$ cat config.mk
export PLATFORM = sky130hd
export DESIGN_NAME = core_id_iqueue_flat
export DESIGN_NICKNAME = d
export VERILOG_FILES = /design/src/rtl/core_id_iqueue_if.sv /design/src/rtl/core_id_iqueue.sv /design/src/flat_wrapper.sv
export SDC_FILE = /design/constraint.sdc
export NUM_CORES = 1
export LEC_CHECK = 0
export BUFFER_PORTS_ARGS = -buffer_cell sky130_fd_sc_hd__buf_2
export CELL_PAD_IN_SITES_DETAIL_PLACEMENT = 1
export CELL_PAD_IN_SITES_GLOBAL_PLACEMENT = 1
export CORE_UTILIZATION = 52
export CTS_CLUSTER_DIAMETER = 60
export CTS_CLUSTER_SIZE = 28
export DETAILED_ROUTE_END_ITERATION = 7
export MAX_ROUTING_LAYER = met4
export PLACE_DENSITY_LB_ADDON = 0.1
export SYNTH_ARGS = -nofsm -noshare
export SYNTH_HDL_FRONTEND = slang
export SYNTH_SLANG_ARGS = --single-unit
export TNS_END_PERCENT = 10
$ cat constraint.sdc
create_clock -name clk -period 7.6 [get_ports clk]
set_input_delay 0 -clock clk [delete_from_list [all_inputs] [get_ports clk]]
set_output_delay 0 -clock clk [all_outputs]
set_load 0.01 [all_outputs]
$ cat src/rtl/core_id_iqueue_if.sv
// Fetch-to-queue push bus and queue-to-decoder issue bus for the decode-stage instruction queue.
interface core_id_iqueue_if #(
    parameter int PC_W    = 32,
    parameter int INST_W  = 32,
    parameter int RFIDX_W = 5,
    parameter int NUM_FWD = 2
);
    logic               valid_in;
    logic               ready_in;
    logic [PC_W-1:0]    i_pc;
    logic [INST_W-1:0]  i_inst;
    logic               i_branch_predict;

    logic               valid_out;
    logic               ready_out;
    logic [PC_W-1:0]    o_pc;
    logic [INST_W-1:0]  o_inst;
    logic               o_branch_predict;
    logic [RFIDX_W-1:0] o_rs1_idx;
    logic [RFIDX_W-1:0] o_rs2_idx;
    logic               o_rs1_ren;
    logic               o_rs2_ren;
    logic [NUM_FWD-1:0] o_rs1_fwd;
    logic [NUM_FWD-1:0] o_rs2_fwd;

    modport master (
        output valid_in, i_pc, i_inst, i_branch_predict, ready_out,
        input  ready_in, valid_out, o_pc, o_inst, o_branch_predict,
        input  o_rs1_idx, o_rs2_idx, o_rs1_ren, o_rs2_ren, o_rs1_fwd, o_rs2_fwd
    );

    modport slave (
        input  valid_in, i_pc, i_inst, i_branch_predict, ready_out,
        output ready_in, valid_out, o_pc, o_inst, o_branch_predict,
        output o_rs1_idx, o_rs2_idx, o_rs1_ren, o_rs2_ren, o_rs1_fwd, o_rs2_fwd
    );
endinterface

$ cat src/rtl/core_id_iqueue.sv
// Decode-stage instruction queue: DEPTH-entry FIFO whose head feeds the decoder, with RAW
// hazard detection and per-operand forwarding selection against NUM_FWD producer stages.
module core_id_iqueue #(
    parameter int                 DEPTH    = 4,
    parameter int                 PC_W     = 32,
    parameter int                 INST_W   = 32,
    parameter int                 RFIDX_W  = 5,
    parameter int                 NUM_FWD  = 2,
    parameter logic [NUM_FWD-1:0] FWD_MASK = 2'b10
) (
    input  logic                         clk,
    input  logic                         rst,
    core_id_iqueue_if.slave              io_q,
    input  logic [NUM_FWD*RFIDX_W-1:0]   fwd_rd_idx,
    input  logic [NUM_FWD-1:0]           fwd_rd_wen,
    input  logic [NUM_FWD-1:0]           fwd_valid,
    input  logic                         i_pipe_flush_req,
    output logic [$clog2(DEPTH):0]       o_count,
    output logic                         o_hazard_stall
);
    localparam int AW = $clog2(DEPTH);
    localparam int PW = AW + 1;

    localparam logic [6:0] OPC_LUI    = 7'b0110111;
    localparam logic [6:0] OPC_AUIPC  = 7'b0010111;
    localparam logic [6:0] OPC_JAL    = 7'b1101111;
    localparam logic [6:0] OPC_BRANCH = 7'b1100011;
    localparam logic [6:0] OPC_STORE  = 7'b0100011;
    localparam logic [6:0] OPC_OP     = 7'b0110011;

    logic [PW-1:0]      r_wr_ptr;
    logic [PW-1:0]      r_rd_ptr;
    logic [PC_W-1:0]    r_mem_pc   [DEPTH];
    logic [INST_W-1:0]  r_mem_inst [DEPTH];
    logic               r_mem_bp   [DEPTH];

    logic               w_full;
    logic               w_empty;
    logic               w_push;
    logic               w_pop;
    logic [INST_W-1:0]  w_head_inst;
    logic [6:0]         w_opcode;
    logic [RFIDX_W-1:0] w_rs1_idx;
    logic [RFIDX_W-1:0] w_rs2_idx;
    logic               w_rs1_ren;
    logic               w_rs2_ren;
    logic [NUM_FWD-1:0] w_rs1_fwd;
    logic [NUM_FWD-1:0] w_rs2_fwd;
    logic               w_rs1_stall;
    logic               w_rs2_stall;
    logic               w_rs1_hit;
    logic               w_rs2_hit;

    assign w_empty = (r_wr_ptr == r_rd_ptr);
    assign w_full  = (r_wr_ptr[AW] != r_rd_ptr[AW]) && (r_wr_ptr[AW-1:0] == r_rd_ptr[AW-1:0]);
    assign o_count = r_wr_ptr - r_rd_ptr;

    assign io_q.ready_in = ~w_full;
    assign w_push        = io_q.valid_in & ~w_full & ~i_pipe_flush_req;
    assign w_pop         = io_q.valid_out & io_q.ready_out;

    // The head slot is never overwritten while occupied, so head outputs hold steady under backpressure.
    assign w_head_inst           = r_mem_inst[r_rd_ptr[AW-1:0]];
    assign io_q.o_pc             = r_mem_pc[r_rd_ptr[AW-1:0]];
    assign io_q.o_inst           = w_head_inst;
    assign io_q.o_branch_predict = r_mem_bp[r_rd_ptr[AW-1:0]];

    assign w_opcode  = w_head_inst[6:0];
    assign w_rs1_idx = w_head_inst[19:15];
    assign w_rs2_idx = w_head_inst[24:20];
    assign w_rs1_ren = (w_opcode != OPC_LUI) && (w_opcode != OPC_AUIPC) && (w_opcode != OPC_JAL);
    assign w_rs2_ren = (w_opcode == OPC_BRANCH) || (w_opcode == OPC_STORE) || (w_opcode == OPC_OP);

    // Only the youngest matching producer matters; it either bypasses or stalls the operand.
    always_comb begin
        w_rs1_fwd   = '0;
        w_rs2_fwd   = '0;
        w_rs1_stall = 1'b0;
        w_rs2_stall = 1'b0;
        w_rs1_hit   = 1'b0;
        w_rs2_hit   = 1'b0;
        for (int i = 0; i < NUM_FWD; i++) begin
            if (!w_rs1_hit && w_rs1_ren && fwd_valid[i] && fwd_rd_wen[i] &&
                (fwd_rd_idx[i*RFIDX_W +: RFIDX_W] == w_rs1_idx) && (w_rs1_idx != '0)) begin
                w_rs1_hit = 1'b1;
                if (FWD_MASK[i]) w_rs1_fwd[i] = 1'b1;
                else             w_rs1_stall  = 1'b1;
            end
            if (!w_rs2_hit && w_rs2_ren && fwd_valid[i] && fwd_rd_wen[i] &&
                (fwd_rd_idx[i*RFIDX_W +: RFIDX_W] == w_rs2_idx) && (w_rs2_idx != '0)) begin
                w_rs2_hit = 1'b1;
                if (FWD_MASK[i]) w_rs2_fwd[i] = 1'b1;
                else             w_rs2_stall  = 1'b1;
            end
        end
    end

    assign io_q.o_rs1_idx = w_rs1_idx;
    assign io_q.o_rs2_idx = w_rs2_idx;
    assign io_q.o_rs1_ren = w_rs1_ren;
    assign io_q.o_rs2_ren = w_rs2_ren;
    assign io_q.o_rs1_fwd = w_rs1_fwd;
    assign io_q.o_rs2_fwd = w_rs2_fwd;

    assign o_hazard_stall = ~w_empty & (w_rs1_stall | w_rs2_stall);
    assign io_q.valid_out = ~w_empty & ~o_hazard_stall & ~i_pipe_flush_req;

    always_ff @(posedge clk) begin
        if (rst) begin
            r_wr_ptr <= '0;
            r_rd_ptr <= '0;
        end else if (i_pipe_flush_req) begin
            r_rd_ptr <= r_wr_ptr;
        end else begin
            if (w_push) r_wr_ptr <= r_wr_ptr + PW'(1);
            if (w_pop)  r_rd_ptr <= r_rd_ptr + PW'(1);
        end
    end

    always_ff @(posedge clk) begin
        if (w_push) begin
            r_mem_pc[r_wr_ptr[AW-1:0]]   <= io_q.i_pc;
            r_mem_inst[r_wr_ptr[AW-1:0]] <= io_q.i_inst;
            r_mem_bp[r_wr_ptr[AW-1:0]]   <= io_q.i_branch_predict;
        end
    end
endmodule

$ cat src/flat_wrapper.sv
// flat-port wrapper written by rule: the top's interface ports become plain ports
module core_id_iqueue_flat 
#(
    parameter int                 DEPTH    = 4,
    parameter int                 PC_W     = 32,
    parameter int                 INST_W   = 32,
    parameter int                 RFIDX_W  = 5,
    parameter int                 NUM_FWD  = 2,
    parameter logic [NUM_FWD-1:0] FWD_MASK = 2'b10
)
  (clk, rst, fwd_rd_idx, fwd_rd_wen, fwd_valid, i_pipe_flush_req, o_count, o_hazard_stall, io_q_valid_in, io_q_i_pc, io_q_i_inst, io_q_i_branch_predict, io_q_ready_out, io_q_ready_in, io_q_valid_out, io_q_o_pc, io_q_o_inst, io_q_o_branch_predict, io_q_o_rs1_idx, io_q_o_rs2_idx, io_q_o_rs1_ren, io_q_o_rs2_ren, io_q_o_rs1_fwd, io_q_o_rs2_fwd);
  core_id_iqueue_if #(.PC_W(PC_W), .INST_W(INST_W), .RFIDX_W(RFIDX_W), .NUM_FWD(NUM_FWD)) io_q_i ();
  input  logic clk;
  input  logic rst;
  input  logic [NUM_FWD*RFIDX_W-1:0] fwd_rd_idx;
  input  logic [NUM_FWD-1:0] fwd_rd_wen;
  input  logic [NUM_FWD-1:0] fwd_valid;
  input  logic i_pipe_flush_req;
  output logic [$clog2(DEPTH):0] o_count;
  output logic o_hazard_stall;
  input wire logic [$bits(io_q_i.valid_in)-1:0] io_q_valid_in;
  input wire logic [$bits(io_q_i.i_pc)-1:0] io_q_i_pc;
  input wire logic [$bits(io_q_i.i_inst)-1:0] io_q_i_inst;
  input wire logic [$bits(io_q_i.i_branch_predict)-1:0] io_q_i_branch_predict;
  input wire logic [$bits(io_q_i.ready_out)-1:0] io_q_ready_out;
  output wire logic [$bits(io_q_i.ready_in)-1:0] io_q_ready_in;
  output wire logic [$bits(io_q_i.valid_out)-1:0] io_q_valid_out;
  output wire logic [$bits(io_q_i.o_pc)-1:0] io_q_o_pc;
  output wire logic [$bits(io_q_i.o_inst)-1:0] io_q_o_inst;
  output wire logic [$bits(io_q_i.o_branch_predict)-1:0] io_q_o_branch_predict;
  output wire logic [$bits(io_q_i.o_rs1_idx)-1:0] io_q_o_rs1_idx;
  output wire logic [$bits(io_q_i.o_rs2_idx)-1:0] io_q_o_rs2_idx;
  output wire logic [$bits(io_q_i.o_rs1_ren)-1:0] io_q_o_rs1_ren;
  output wire logic [$bits(io_q_i.o_rs2_ren)-1:0] io_q_o_rs2_ren;
  output wire logic [$bits(io_q_i.o_rs1_fwd)-1:0] io_q_o_rs1_fwd;
  output wire logic [$bits(io_q_i.o_rs2_fwd)-1:0] io_q_o_rs2_fwd;
  assign io_q_i.valid_in = io_q_valid_in;
  assign io_q_i.i_pc = io_q_i_pc;
  assign io_q_i.i_inst = io_q_i_inst;
  assign io_q_i.i_branch_predict = io_q_i_branch_predict;
  assign io_q_i.ready_out = io_q_ready_out;
  assign io_q_ready_in = io_q_i.ready_in;
  assign io_q_valid_out = io_q_i.valid_out;
  assign io_q_o_pc = io_q_i.o_pc;
  assign io_q_o_inst = io_q_i.o_inst;
  assign io_q_o_branch_predict = io_q_i.o_branch_predict;
  assign io_q_o_rs1_idx = io_q_i.o_rs1_idx;
  assign io_q_o_rs2_idx = io_q_i.o_rs2_idx;
  assign io_q_o_rs1_ren = io_q_i.o_rs1_ren;
  assign io_q_o_rs2_ren = io_q_i.o_rs2_ren;
  assign io_q_o_rs1_fwd = io_q_i.o_rs1_fwd;
  assign io_q_o_rs2_fwd = io_q_i.o_rs2_fwd;
  core_id_iqueue #(.DEPTH(DEPTH), .PC_W(PC_W), .INST_W(INST_W), .RFIDX_W(RFIDX_W), .NUM_FWD(NUM_FWD), .FWD_MASK(FWD_MASK)) u_core (.clk(clk), .rst(rst), .io_q(io_q_i), .fwd_rd_idx(fwd_rd_idx), .fwd_rd_wen(fwd_rd_wen), .fwd_valid(fwd_valid), .i_pipe_flush_req(i_pipe_flush_req), .o_count(o_count), .o_hazard_stall(o_hazard_stall));
endmodule
# After elaboration in Yosys (flattened, before gate mapping)
# Memories as Yosys holds them, arrays and structs flattened. A register that Yosys moved wholly into a read port is not among the register bits.
# Cells that the tools add are included.
[totals]
elab_cells = 75
ram_bits = 260
output_inout_bits = 87
n_memories = 3
register_bits = 6
in_bits = 84
[classes]
bitwise = 11
n_eq_ne = 13
add_sub_neg = 3
n_reduce_logical = 29
muxes = 14
[memory_table]
columns = ["memory", "depth", "width", "rd", "rd_ports_with_merged_regs", "write_ports", "line", "text"]
rows = [
  ["u_core.r_mem_inst", 4, 32, 1, 1, 1, "core_id_iqueue.sv:34", "logic [INST_W-1:0] r_mem_inst [DEPTH];"],
  ["u_core.r_mem_pc", 4, 32, 1, 1, 1, "core_id_iqueue.sv:33", "logic [PC_W-1:0] r_mem_pc [DEPTH];"],
  ["u_core.r_mem_bp", 4, 1, 1, 1, 1, "core_id_iqueue.sv:35", "logic r_mem_bp [DEPTH];"],
]
[ops]
columns = ["cell", "n"]
rows = [
  ["$logic_and 1x1->1", 21],
  ["$eq 5x5->1", 4],
  ["$eq 7x6->1 const B", 2],
  ["$mux 2", 6],
  ["$reduce_bool 5->1", 2],
  ["$eq 7x7->1 const B", 1],
  ["$ne 7x5->1 const B", 1],
  ["$ne 7x6->1 const B", 1],
  ["$ne 7x7->1 const B", 1],
  ["$add 3x1->3 const B", 2],
  ["$and 1x1->1", 6],
  ["$mux 1", 6],
  ["$mux 3", 2],
  ["$not 1->1", 4],
  ["$eq 3x3->1", 1],
  ["$sub 3x3->3", 1],
  ["$eq 2x2->1", 1],
  ["$logic_not 1->1", 2],
  ["$logic_or 1x1->1", 2],
  ["$reduce_and 2->1", 1],
  ["$reduce_bool 2->1", 1],
  ["$ne 1x1->1", 1],
  ["$or 1x1->1", 1],
]

# Longest topological paths before layout
[logic_depth]
word_depth = 18
depth_mapped = 8
ltp_nobuf = 7

# Worst setup path after synthesis
# OpenSTA, ideal clock, no wires.
[synth_timing]
path_type = "flip-flop to flip-flop"
start = "register u_core.r_wr_ptr[0]"
end = "memory u_core.r_mem_bp[3] (enable)"
setup_slack_ns = 4.301
synth_period_minus_slack_ns = 3.299
arrival_time_ns = 2.867
setup_ns = 0.432
n_path_buf = 1
path_stages_with_launch = 7
t_required_ns = 7.168
path_cell_list = "dfxtp_1 -> inv_1 -> ha_1 -> nand3b_1 -> and3b_1 -> clkbuf_1 -> and2_1"
[synth_between]
elab_chain_cells = 7
[synth_lines]
columns = ["item", "line", "text"]
rows = [
  ["start, declared", "core_id_iqueue.sv:31", "logic [PW-1:0] r_wr_ptr;"],
  ["start signal, assigned", "core_id_iqueue.sv:115", "if (w_push) r_wr_ptr <= r_wr_ptr + PW'(1);"],
  ["$eq 2x2->1", "core_id_iqueue.sv:55", "assign w_full = (r_wr_ptr[AW] != r_rd_ptr[AW]) && (r_wr_ptr[AW-1:0] == r_rd_ptr[AW-1:0]);"],
  ["$logic_and 1x1->1", "core_id_iqueue.sv:55", ""],
  ["$not 1->1", "n/a", ""],
  ["net io_q_ready_in", "flat_wrapper.sv:26", "output wire logic [$bits(io_q_i.ready_in)-1:0] io_q_ready_in;"],
  ["$and 1x1->1 (2 in a row)", "core_id_iqueue.sv:59", "assign w_push = io_q.valid_in & ~w_full & ~i_pipe_flush_req;"],
  ["$mux 1", "core_id_iqueue.sv:121", "if (w_push) begin"],
  ["$mux 1 (not written as such)", "core_id_iqueue.sv:124", "r_mem_bp[r_wr_ptr[AW-1:0]] <= io_q.i_branch_predict;"],
  ["end, declared", "core_id_iqueue.sv:35", ""],
]
# The timed path passes the listed nets, and every way through them passes these cells.

==> reports/metrics.cfg <==
[placed_design]
numPortBuffers = 168
dpl.cell_count = 869
hpwl_mm = 12.0
gp_congestion = 0.833

[power_and_ir_drop]
p_switching_mw = 0.717
powerDensity_mw_per_mm2 = 238
clkPwrFrac_pct = 36.6
power_mw = 3.05
p_leak_nw = 4.37
p_int_mw = 2.33
seq_power_share_pct = 54.8
p_comb_share_pct = 8.6
ir_worst_vdd_uv = 252
switching_share_pct = 23.5

[critical_path]
regToRegSetupSlack_ps = 3930
cpPeakStageDelay_ps = 800
startpoint_type = flip-flop
slowest_stage = buf_4
r2r_cells = 7
required_ps = 7600
crit_chain = buf_4 > mux4_2 > or4_4 > nor2_4 > nor4_4 > nor4_1 > buf_2
end_kind = primary output
critPathBufInv = 2
crit_fanout = 43
crit_type = flip-flop to primary output
timing.rr.end = u_core.r_rd_ptr[2]$_SDFFE_PP0P_
worstPathArrival_ps = 3880
cp_top_family = simple AND/OR/NAND/NOR gates

[clocking]
clock-sinks = 268
cts-root-buf = clkbuf_16
cts_setup_buffers = 0
path_clk_slew_ps = 90
worst_skew_pair.late_latency_ps = 490
htreeDepth = 1
cts_tree = yes
numCtsBuffers = 19
ctsResizeCount = 0
clockBufferDepth = 3

[global_route]
grt_pass1_vias = 5666
grtUsageTotal_pct = 21.3
grt_pass1_wl_mm = 31.4
grt_max_degree = 67
grt-ovfl-total = 0
antenna_found_initial = 0

[floorplan]
initial_core_util_pct = 53.2
die_area_mm2 = 0.0206
dieWidth_um = 143
die_y_um = 143
fp.coreArea_mm2 = 0.0195
num_io_pins = 171
rows = 51

[synthesis]
synth_area_leaders = edfxtp_1 (75%), mux4_2 (14%), xnor2_1 (1.9%), dfxtp_1 (1.5%), buf_4 (0.94%)
avgSynthCellArea_um2 = 22.5
ys_seq_area_share_pct = 76.6
syn_inst = 463
yosysTopAreaCell = edfxtp_1
synth_ff_type = edfxtp_1
yosysMostFrequentCell = edfxtp_1
synth_edf_count = 260
async_reset_ff_share_pct = 0
yosysWarnings = 0
synth_cell_types = 39
synth.top_cell.area_share_pct = 75.1
netlist_area_mm2 = 0.0104
ys_ff_latch = 268
yosys-top-cells-count = edfxtp_1 (260), mux4_2 (65), xnor2_1 (23)

[detailed_routing]
drt-vias-per-instance = 5.35
postRouteWirelength_mm = 20.7
routedWlPerCell_um = 21.4
drc = 0
vias = 5174
firstDrtPassIters = 6
drtAntennaViolNets = 0
drtIter0Drc = 276

[hold_path]
holdCritStartpoint = i_pipe_flush_req
hold_depth = 4
hold_class = primary input to flip-flop
hold_end = u_core.r_rd_ptr[2]$_SDFFE_PP0P_

[timing]
worst_slew_pin_slew_ps = 1070
fin_setup_tns_ps = 0
fin_crit_ps = 3880
relSlewSlack_pct = 28.7
clock_skew_ps = 14.0
setup_viol_count_final = 0
hold_viol = 0
fmax_ghz = 0.258
rsz0062_at_grt = no
drv_slew = 0
post-route-period-util_pct = 51.1

[layout]
multiInputGateArea_mm2 = 0.00225
synthToLayoutAreaGrowth_pct = 23.1
ff_latch_area_mm2 = 0.00798
stdcell_count = 968
nets = 783
diodes = 0
fill_cells = 1701
final_layout_size_suffix_gt1_share_pct = 40.0

[outcome]
status = complete, no violations

[flow_run]
cap_violations = 0

-- through the flow --
stage	worst slack [ps]	hold WS, ps	cell area [µm²]	utilization, %
detailed placement	3820	214	11400	58.5
global route	3400	52.2	12800	65.6
floorplan	4300	98.9	10400	-
CTS	3560	26.7	12800	65.6
finish	3720	41.2	12800	65.6
global placement	3850	208	11400	58.5
-- worst max-delay path by stage --
stage                                         start                               to  slack [ps]  cells after the start
floorplan           u_core.r_wr_ptr[0]$_SDFFE_PP0P_     u_core.r_mem_bp[3]$_DFFE_PP_        4300                      6
global placement                          flip-flop  u_core.r_rd_ptr[1]$_SDFFE_PP0P_        3850                      7
detailed placement                        flip-flop  u_core.r_rd_ptr[2]$_SDFFE_PP0P_        3820                      7
CTS                                       flip-flop                   io_q_valid_out        3560                      7
global route                              flip-flop                   io_q_valid_out        3400                      7
finish                                    flip-flop                   io_q_valid_out        3720                      7
-- power by group through the flow --
| stage | Combinational, mW | Clock, mW | Sequential, mW |
|---|---|---|---|
| 2_1_floorplan | 0.151 | 0 | 1.69 |
| 3_3_place_gp | 0.230 | 0 | 1.70 |
| 3_5_place_dp | 0.237 | 0 | 1.71 |
| 4_1_cts | 0.266 | 1.13 | 1.67 |
| 5_1_grt | 0.286 | 1.17 | 1.68 |
| 6_report | 0.263 | 1.11 | 1.67 |
-- cell usage in the layout, fill, tap and decap left out, types with 3 or more instances in the layout --
| cell | n |
|---|---|
| dfxtp_1 | 6 |
| mux2_1 | 3 |
| nand3_1 | 3 |
| nor4_1 | 3 |
| clkbuf_16 | 19 |
| mux4_2 | 65 |
| nand4_1 | 4 |
| dlygate4sd3_1 | 66 |
| buf_2 | 168 |
| and3b_1 | 3 |
| ha_1 | 7 |
| and2_4 | 4 |
| nor2_1 | 12 |
| nand2_1 | 4 |
| inv_1 | 6 |
| clkinv_8 | 6 |
| inv_12 | 3 |
| mux2i_1 | 4 |
| edfxtp_1 | 260 |
| xnor2_1 | 23 |
-- worst min-delay path, cell delays in order --
cell,delay (ps)
buf_2,170
mux2i_1,140
nor2_1,70
mux2_1,120
-- flip-flops by register name (all words and copies together) (netlist names), named ones only --
name               count
u_core.r_mem_inst    128
u_core.r_mem_pc      128
u_core.r_mem_bp        4
u_core.r_rd_ptr        3
u_core.r_wr_ptr        3
-- layout make-up --
type	instances	area share, %
Sequential cell	268	62.3
Multi-Input combinational cell	161	17.6
Timing Repair Buffer	235	11.8
Clock buffer	19	3.71
Tap cell	265	2.59
Clock inverter	14	1.83
Inverter	6	0.176
-- per-layer routing --
layer	part of all wire, %	global-route usage, %	vias up
met1	41	26.0	2664
met4	1.1	3.86	0
li1	-	-	2346
met5	0	-	-
met3	5.4	3.67	18
met2	52	37.7	146
-- kinds of logic (layout without fill, tap and decap cells) --
group	after synthesis	after routing	synth area share, %
DFF	268	268	76.6
muxes	72	72	14.8
and+or+nand+nor	50	50	3.31
buffers and inverters	35	274	1.83
xor gates and xnor gates	25	25	2.11
adders and majority gates	8	8	1.03
AOI/OAI and AO/OA	4	4	0.265
other	1	2	0.0361
-- repair_timing --
action	in CTS	in global routing
setup endpoints to repair	0	0
endpoints found under the hold margin	266	0
hold buffers	66	0
Power figures use the tool's default switching activity.
